==> src/rtl/mem_arbiter.sv <==
`default_nettype none
// ============================================================================
//  Module      : mem_arbiter
//  Description : Two-port (instruction fetch / load-store) arbiter in front
//                of a single fixed-latency memory. One transaction at a time:
//                grant in IDLE, MEM_LAT cycles of memory access, then one
//                response cycle carrying the captured read data (or store
//                acknowledge) to the winning requester.
//
//  Parameters  : XLEN    - address/data width
//                MEM_LAT - memory access cycles, 1..15
//
//  Ports       : clk, reset (async, active-high)
//                if_req/if_addr -> if_gnt/if_rvalid/if_rdata   fetch port
//                ls_req/ls_we/ls_addr/ls_wdata
//                               -> ls_gnt/ls_rvalid/ls_rdata   load/store port
//                mem_en/mem_we/mem_addr/mem_wdata <- mem_rdata memory port
//                busy                                         transaction in flight
//
//  Config      : ROUND_ROBIN_EN - when defined, simultaneous requests
//                alternate between IF and LS (first tie after reset -> IF).
//                When undefined, LS always wins a tie.
//
//  Revision    : 1.0 - initial release
// ============================================================================
module mem_arbiter #(
    parameter int XLEN    = 64,
    parameter int MEM_LAT = 2
) (
    input  logic            clk,
    input  logic            reset,
    // fetch port
    input  logic            if_req,
    input  logic [XLEN-1:0] if_addr,
    output logic            if_gnt,
    output logic            if_rvalid,
    output logic [XLEN-1:0] if_rdata,
    // load/store port
    input  logic            ls_req,
    input  logic            ls_we,
    input  logic [XLEN-1:0] ls_addr,
    input  logic [XLEN-1:0] ls_wdata,
    output logic            ls_gnt,
    output logic            ls_rvalid,
    output logic [XLEN-1:0] ls_rdata,
    // memory port
    output logic            mem_en,
    output logic            mem_we,
    output logic [XLEN-1:0] mem_addr,
    output logic [XLEN-1:0] mem_wdata,
    input  logic [XLEN-1:0] mem_rdata,
    output logic            busy
);

    // ------------------------------------------------------------------------
    // Parameter sanity: the latency counter is 4 bits wide.
    // ------------------------------------------------------------------------
    generate
        if ((MEM_LAT < 1) || (MEM_LAT > 15)) begin : g_mem_lat_check
            $error("mem_arbiter: MEM_LAT must be in 1..15");
        end
    endgenerate

    localparam logic [3:0] c_last_cnt = 4'(MEM_LAT - 1);

    typedef enum logic [1:0] {
        ST_IDLE   = 2'd0,
        ST_ACCESS = 2'd1,
        ST_RESP   = 2'd2
    } state_t;

    state_t            r_state;
    state_t            w_state_nxt;

    logic [3:0]        r_cnt;
    logic              r_owner_ls;   // 1: current/last transaction belongs to LS
    logic              r_we;
    logic [XLEN-1:0]   r_addr;
    logic [XLEN-1:0]   r_wdata;
    logic [XLEN-1:0]   r_rdata;

    logic              w_can_grant;
    logic              w_tie_to_ls;
    logic              w_if_gnt;
    logic              w_ls_gnt;
    logic              w_any_gnt;
    logic              w_cnt_done;

    // ------------------------------------------------------------------------
    // Arbitration. Grants are combinational from the requests and only
    // possible in IDLE; reset gates them directly so a request that is high
    // while reset is asserted never sees a grant pulse.
    // ------------------------------------------------------------------------
    assign w_can_grant = (r_state == ST_IDLE) && !reset;

`ifdef ROUND_ROBIN_EN
    // r_owner_ls holds the most recent winner, so a tie goes to the other
    // side. Its reset value (LS) makes the first tie after reset go to IF.
    assign w_tie_to_ls = !r_owner_ls;
`else
    // Fixed priority: LS always wins a tie; ownership only routes the
    // response and never influences arbitration.
    assign w_tie_to_ls = 1'b1;
`endif

    assign w_if_gnt  = w_can_grant && if_req && !(ls_req && w_tie_to_ls);
    assign w_ls_gnt  = w_can_grant && ls_req && !(if_req && !w_tie_to_ls);
    assign w_any_gnt = w_if_gnt || w_ls_gnt;

    assign w_cnt_done = (r_cnt == c_last_cnt);

    // ------------------------------------------------------------------------
    // State register
    // ------------------------------------------------------------------------
    always_ff @(posedge clk or posedge reset) begin
        if (reset) begin
            r_state <= ST_IDLE;
        end else begin
            r_state <= w_state_nxt;
        end
    end

    // ------------------------------------------------------------------------
    // Next-state logic
    // ------------------------------------------------------------------------
    always_comb begin
        w_state_nxt = r_state;
        case (r_state)
            ST_IDLE: begin
                if (w_any_gnt) begin
                    w_state_nxt = ST_ACCESS;
                end
            end
            ST_ACCESS: begin
                if (w_cnt_done) begin
                    w_state_nxt = ST_RESP;
                end
            end
            ST_RESP: begin
                w_state_nxt = ST_IDLE;
            end
            default: begin
                w_state_nxt = ST_IDLE;
            end
        endcase
    end

    // ------------------------------------------------------------------------
    // Latency counter: cleared on the grant edge (entry to ACCESS) and
    // saturating at its terminal value, so it cannot wrap inside a
    // transaction even for MEM_LAT = 15.
    // ------------------------------------------------------------------------
    always_ff @(posedge clk or posedge reset) begin
        if (reset) begin
            r_cnt <= 4'd0;
        end else if (w_any_gnt) begin
            r_cnt <= 4'd0;
        end else if ((r_state == ST_ACCESS) && !w_cnt_done) begin
            r_cnt <= r_cnt + 4'd1;
        end
    end

    // ------------------------------------------------------------------------
    // Request capture at the grant edge. A fetch never writes, so the write
    // enable latches as zero for an IF grant regardless of ls_we.
    // ------------------------------------------------------------------------
    always_ff @(posedge clk or posedge reset) begin
        if (reset) begin
            r_owner_ls <= 1'b1;
            r_we       <= 1'b0;
            r_addr     <= '0;
            r_wdata    <= '0;
        end else if (w_any_gnt) begin
            r_owner_ls <= w_ls_gnt;
            r_we       <= w_ls_gnt && ls_we;
            r_addr     <= w_ls_gnt ? ls_addr : if_addr;
            r_wdata    <= w_ls_gnt ? ls_wdata : '0;
        end
    end

    // ------------------------------------------------------------------------
    // Read data capture on the final ACCESS cycle; presented in RESP.
    // ------------------------------------------------------------------------
    always_ff @(posedge clk or posedge reset) begin
        if (reset) begin
            r_rdata <= '0;
        end else if ((r_state == ST_ACCESS) && w_cnt_done) begin
            r_rdata <= mem_rdata;
        end
    end

    // ------------------------------------------------------------------------
    // Outputs. All qualifiers decode the state register, so an asynchronous
    // reset drops them in the same cycle it is asserted.
    // ------------------------------------------------------------------------
    assign if_gnt    = w_if_gnt;
    assign ls_gnt    = w_ls_gnt;

    assign mem_en    = (r_state == ST_ACCESS);
    assign mem_we    = (r_state == ST_ACCESS) && r_we;
    assign mem_addr  = r_addr;
    assign mem_wdata = r_wdata;

    assign busy      = (r_state != ST_IDLE);

    assign if_rvalid = (r_state == ST_RESP) && !r_owner_ls;
    assign ls_rvalid = (r_state == ST_RESP) && r_owner_ls;
    assign if_rdata  = r_rdata;
    assign ls_rdata  = r_rdata;

endmodule
`default_nettype wire

==> config.mk <==
export PLATFORM = sky130hd
export DESIGN_NAME = mem_arbiter
export DESIGN_NICKNAME = d
export VERILOG_FILES = /design/src/rtl/mem_arbiter.sv
export SDC_FILE = /design/constraint.sdc
export NUM_CORES = 1
export LEC_CHECK = 0
export CORE_AREA = 10 10 193 195
export DETAILED_ROUTE_END_ITERATION = 6
export DIE_AREA = 0 0 203 205
export PLACE_DENSITY = 0.7
export RECOVER_POWER = 25
export REMOVE_ABC_BUFFERS = 1
export SLEW_MARGIN = 20
export SYNTH_ARGS = -nofsm -noshare
export SYNTH_HDL_FRONTEND = slang
export SYNTH_SLANG_ARGS = --single-unit
export TNS_END_PERCENT = 30
==> constraint.sdc <==
create_clock -name clk -period 7.5 [get_ports clk]
set_input_delay 0.75 -clock clk [delete_from_list [all_inputs] [get_ports clk]]
set_output_delay 0.75 -clock clk [all_outputs]
set_load 0.02 [all_outputs]
## After elaboration in Yosys (flattened, before gate mapping)

Cells that the tools add are included.

| storage, ports and cells | value |
|---|---|
| bits in registers | 200 |
| input port bits | 261 |
| output and inout bits | 263 |
| logic and storage cells | 39 |

| cells by class | value |
|---|---|
| add/subtract/negate cells | 1 |
| equality and inequality tests | 5 |
| mux-type cells | 7 |
| reductions and logical operators | 19 |

Operators by type and width:

| kind | count |
|---|---|
| $mux W64 | 2 |
| $logic_and A1 B1 Y1 | 10 |
| $mux W4 | 2 |
| $add A4 B1 Y4 const B | 1 |
| $eq A4 B1 Y1 const B | 1 |
| $logic_not A1 Y1 | 4 |
| $mux W2 | 2 |
| $pmux W2 S2 | 1 |
| $reduce_bool A2 Y1 | 2 |
| $eq A2 B1 Y1 const B | 1 |
| $eq A2 B2 Y1 const B | 1 |
| $logic_not A2 Y1 | 1 |
| $ne A2 B1 Y1 const B | 1 |
| $ne A2 B2 Y1 const B | 1 |
| $reduce_and A2 Y1 | 1 |
| $logic_or A1 B1 Y1 | 1 |

## Longest topological paths before layout

| depth | value |
|---|---|
| depth in word-level cells | 7 |
| mapped depth | 7 |

## Worst setup path after synthesis

OpenSTA, ideal clock, no wires.

| path | value |
|---|---|
| kind | input to output |
| start | input port if_req |
| end | output port if_gnt |
| arrival time | 1.578 ns |
| slack | 5.172 ns |
| cell stages on the path | 4 |
| path buffers | 2 |
| path through | buf_2 -> clkbuf_1 -> nand2_1 -> nor2_1 |

| between the ends | value |
|---|---|
| cells in the longest elaborated chain, start to end | 2 |

RTL lines:

| item | RTL line | text |
|---|---|---|
| from (decl) | 33 | `input logic if_req,` |
| $logic_and A1 B1 Y1 (2 in a row) | 106 | `assign w_if_gnt = w_can_grant && if_req && !(ls_req && w_tie_to_ls);` |
| to (decl) | 35 | `output logic if_gnt,` |

No other way between the ends.

## Final worst setup path

| path | value |
|---|---|
| start | input port ls_req |
| end | register r_wdata[10] (netlist: mem_wdata[10]) |

| between the ends | value |
|---|---|
| cells in the longest elaborated chain, start to end | 3 |
| elaborated cells on any way between the ends | 5 |
| classes of those cells | mux: 1; reduce/logical: 4 |

RTL lines:

| item | RTL line | text |
|---|---|---|
| from (decl) | 39 | `input logic ls_req,` |
| $logic_not A1 Y1 | 106 |  |
| $logic_and A1 B1 Y1 | 106 |  |
| $logic_or A1 B1 Y1 | 108 | `assign w_any_gnt = w_if_gnt \|\| w_ls_gnt;` |
| to (signal assigned) | 177 | `r_wdata <= w_ls_gnt ? ls_wdata : '0;` |
| to (decl) | 79 | `logic [XLEN-1:0] r_wdata;` |

Several ways; a longest one is shown, not always the timed one.
A chain may end at the register's enable or synchronous reset.

==> impl_results.rst <==
.. list-table::
   :header-rows: 1

   * - Metric
     - Value
   * - Number of buffers and inverters on the critical path
     - 2
   * - Clk pin slew, worst setup/hold paths
     - 80 ps
   * - Sw power
     - 2.61 mW
   * - Arrival time worst endpoint
     - 5450 ps
   * - Detail Placement HPWL
     - 27,900 um
   * - Core area
     - 0.0333 mm^2
   * - Initial antenna violation count
     - 5
   * - Remaining number of nets flagged by the antenna check after routing
     - 0
   * - Initial cell density of the core
     - about a quarter
   * - Seq cells post-synth
     - 200
   * - DIE AREA
     - 0.0416 mm^2
   * - Fraction of post-synthesis cell area in the top cell type by area
     - 56.5%
   * - Mean instance size in the synthesized netlist
     - 12.9 um^2
   * - Clock Latency Late Sink
     - about 440 ps
   * - Total global routing track utilization
     - 17.1%
   * - Cell with the biggest individual delay on the critical path
     - sky130_fd_sc_hd__o21ai_0
   * - TritonCTS clock tree
     - done
   * - Required arrival time at the worst endpoint
     - roughly 8000 ps
   * - Number of cells on the critical path
     - 4
   * - CP Cell Sequence
     - buf_2 > o21ai_0 > buf_4 > a22o_1
   * - Transition time at the pin with the least slew margin
     - 4010 ps
   * - Clock root buffer master
     - sky130_fd_sc_hd__clkbuf_16
   * - Core occupancy in the finished layout
     - 43.5%
   * - Post-synthesis sequential area ratio
     - between 50% and 60%
   * - PwrDens
     - about 450 mW/mm^2
   * - Number of synthesized flops with an enable pin
     - 0
   * - Worst IR drop on VDD
     - 0.271 mV
   * - Failing checks
     - max-capacitance violations, max-slew violations
   * - Accumulated negative setup slack
     - 0 ps
   * - Final hold violation count
     - 0
   * - Synth Flop Type
     - sky130_fd_sc_hd__dfrtp_1
   * - Number of buffers on the longest clock path
     - 2
   * - Port buffer count
     - 523
   * - WL/cell
     - about 24 um
   * - Number of remaining DRC errors
     - 0
   * - Critical path fanouts, max
     - just under 70
   * - Worst Skew
     - about 11 ps
   * - First-pass GRT wire length
     - 54,300 um
   * - Fraction of registers with async set or reset after synthesis
     - 100%
   * - Placed Instance Area
     - 0.0140 mm^2
   * - Net count reported at finish
     - approximately 1,400
   * - Post-cts gate resize count
     - 0
   * - Worst slew margin
     - -170%
   * - Count of cells along the worst register-to-register path
     - 4
   * - Number of clock buffers inserted by TritonCTS
     - 17
   * - Die height
     - 205 um
   * - Final non-filler cell area
     - approximately 0.014 mm^2
   * - Total congestion overflow after global routing
     - 0
   * - Most instantiated cells after synthesis
     - sky130_fd_sc_hd__dfrtp_1 (199), sky130_fd_sc_hd__a22o_1 (65), sky130_fd_sc_hd__buf_4 (65)
   * - Avg Vias per Cell
     - 4.70
   * - Crit start category
     - primary input
   * - Post-Syn Area
     - around 0.0088 mm^2
   * - Number of top-level pins
     - approximately 520
   * - Crit. End Element
     - flip-flop
   * - Leakage component of the power
     - 6.09 nW
   * - Minimum clock period after layout
     - 5080 ps
   * - Delay of the slowest cell on the worst path
     - 3060 ps
   * - Flop pwr share
     - 31.1%
   * - Routability Congestion
     - 0.787
   * - Post-Syn Instances
     - 682
   * - Number of global-route vias before repair
     - 8,164
   * - DR pass1 iterations
     - 4
   * - Width of the die
     - 203 um
   * - Number of H-tree branching levels
     - 4
   * - Row count
     - 67
   * - Setup Buffers After CTS
     - 0
   * - Top Family by Delay on Critical Path
     - compound AO/OA/AOI/OAI gates
   * - Hold slack
     - 483 ps
   * - Fmax achieved
     - about 200 MHz
   * - Final max-slew violation count
     - 31
   * - Yosys warnings
     - 0
   * - Crit share post-route
     - about 68%
   * - Total of endpoints with negative setup slack in the final report
     - 0
   * - Total clock sinks
     - 200
   * - Starting DRT DRC Count
     - 361
   * - Main area contributors after synthesis
     - sky130_fd_sc_hd__dfrtp_1 (57%), sky130_fd_sc_hd__mux2_4 (8.4%), sky130_fd_sc_hd__a22o_1 (6.5%), sky130_fd_sc_hd__buf_4 (5.5%), sky130_fd_sc_hd__o2bb2ai_1 (3.2%)
   * - Overall routed net length
     - 37,200 um
   * - Maximum number of pins on one net before global-route repair
     - 137
   * - Unique masters post-synth
     - 37
   * - Switch share
     - 40.4%
   * - Number of cells traversed by the worst hold path
     - 1
   * - Number of max-cap violations
     - 1
   * - Int Power
     - 3.85 mW
   * - Synthesis-to-finish area growth
     - 64.5%
   * - Fin worst setup slack
     - between 2000 and 2500 ps
   * - Cts-stage hold buffer count
     - 0
   * - Total number of vias
     - 7,400
   * - Run status
     - complete, but fails checks
   * - Clock network fraction of design power
     - 14.5%
   * - Portion of total power attributed to combinational logic
     - 54.4%
   * - Worst setup slack after placement
     - roughly 3800 ps
   * - Worst setup path category
     - primary input to flip-flop
   * - Unrepaired setup endpoints after global routing
     - no
   * - Largest area contributor in the netlist
     - sky130_fd_sc_hd__dfrtp_1
   * - Leading cell type by number of instances after synthesis
     - sky130_fd_sc_hd__dfrtp_1
   * - Worst min-delay path category
     - flip-flop to flip-flop
   * - Share of layout cells above drive strength 1
     - a little under a tenth
power by group through the flow:
stage / Combinational (mW) / Sequential [mW] / Clock (mW)
floorplan: 0.953 / 2.76 / 0
global placement: 3.57 / 2.01 / 0
detailed placement: 3.62 / 2.01 / 0
CTS: 3.63 / 2.01 / 0.961
global route: 3.70 / 2.07 / 1.01
finish: 3.51 / 2.01 / 0.933
worst paths after layout:
check,startpoint,endpoint,slack (ps)
worst max register to register,r_state[0],mem_wdata[10],3970
worst max-delay path,ls_req,mem_wdata[10],2420
worst min register to register,mem_addr[10],mem_addr[10],480
worst min-delay path,mem_addr[10],mem_addr[10],480
min in group asynchronous,reset,mem_addr[8],1080
max in group asynchronous,reset,if_rdata[35],5070
cell type report:
cell class / count / area [um^2]
Antenna cell: 2 / 5.00
Clock buffer: 18 / 439
Clock inverter: 12 / 138
Fill cell: 3108 / 18800
Inverter: 6 / 32.5
Multi-Input combinational cell: 356 / 3000
Sequential cell: 200 / 5010
Tap cell: 448 / 561
Timing Repair Buffer: 532 / 5310
through the flow:
step	power [mW]	std cells
finish	6.45	1574
global route	6.78	1573
CTS	6.60	1572
detailed placement	5.62	1542
global placement	5.58	1541
floorplan	3.71	562
logic make-up after synthesis:
group	Yosys count	share of synthesized area, %
multiplexers	64	10.3
buffers and inverters	126	8.88
flip-flops	200	56.8
AO/OA/AOI/OAI	203	18.4
adder cells (fa/ha/maj)	2	0.284
AND/OR/NAND/NOR	87	5.34
per-layer routing:
metal	vias to the layer above	routed length [um]	GRT usage, %
met5	-	40	0
met4	6	533	4.34
met3	32	3430	7.14
met2	344	18900	29.7
met1	3695	14300	19.0
li1	3323	-	-
cells in the final DEF, fill, tap and decap left out, types with 10 or more instances in the layout:
cell type / instances
sky130_fd_sc_hd__dfrtp_1: 199
sky130_fd_sc_hd__and2_1: 33
sky130_fd_sc_hd__a22o_1: 65
sky130_fd_sc_hd__a22oi_1: 32
sky130_fd_sc_hd__mux2_4: 39
sky130_fd_sc_hd__a32oi_1: 31
sky130_fd_sc_hd__clkdlybuf4s50_1: 503
sky130_fd_sc_hd__o2bb2ai_1: 32
sky130_fd_sc_hd__a31oi_1: 32
sky130_fd_sc_hd__mux2_1: 10
sky130_fd_sc_hd__mux2_2: 15
sky130_fd_sc_hd__clkbuf_16: 17
sky130_fd_sc_hd__nand2_1: 34
sky130_fd_sc_hd__dlygate4sd3_1: 18
state kept, by name, indices dropped and copies added (netlist names):
name,flops
r_we,1
r_owner_ls,1
r_cnt,4
r_state,2
mem_wdata,64
if_rdata,64
mem_addr,64
worst reg2reg max path: stages, from the launching register on:
cell,delay (ps)
sky130_fd_sc_hd__dfrtp_1,500
sky130_fd_sc_hd__nor3_1,340
sky130_fd_sc_hd__o21ai_0,1370
sky130_fd_sc_hd__buf_4,880
sky130_fd_sc_hd__a22o_1,340
Power figures use the tool's default switching activity.
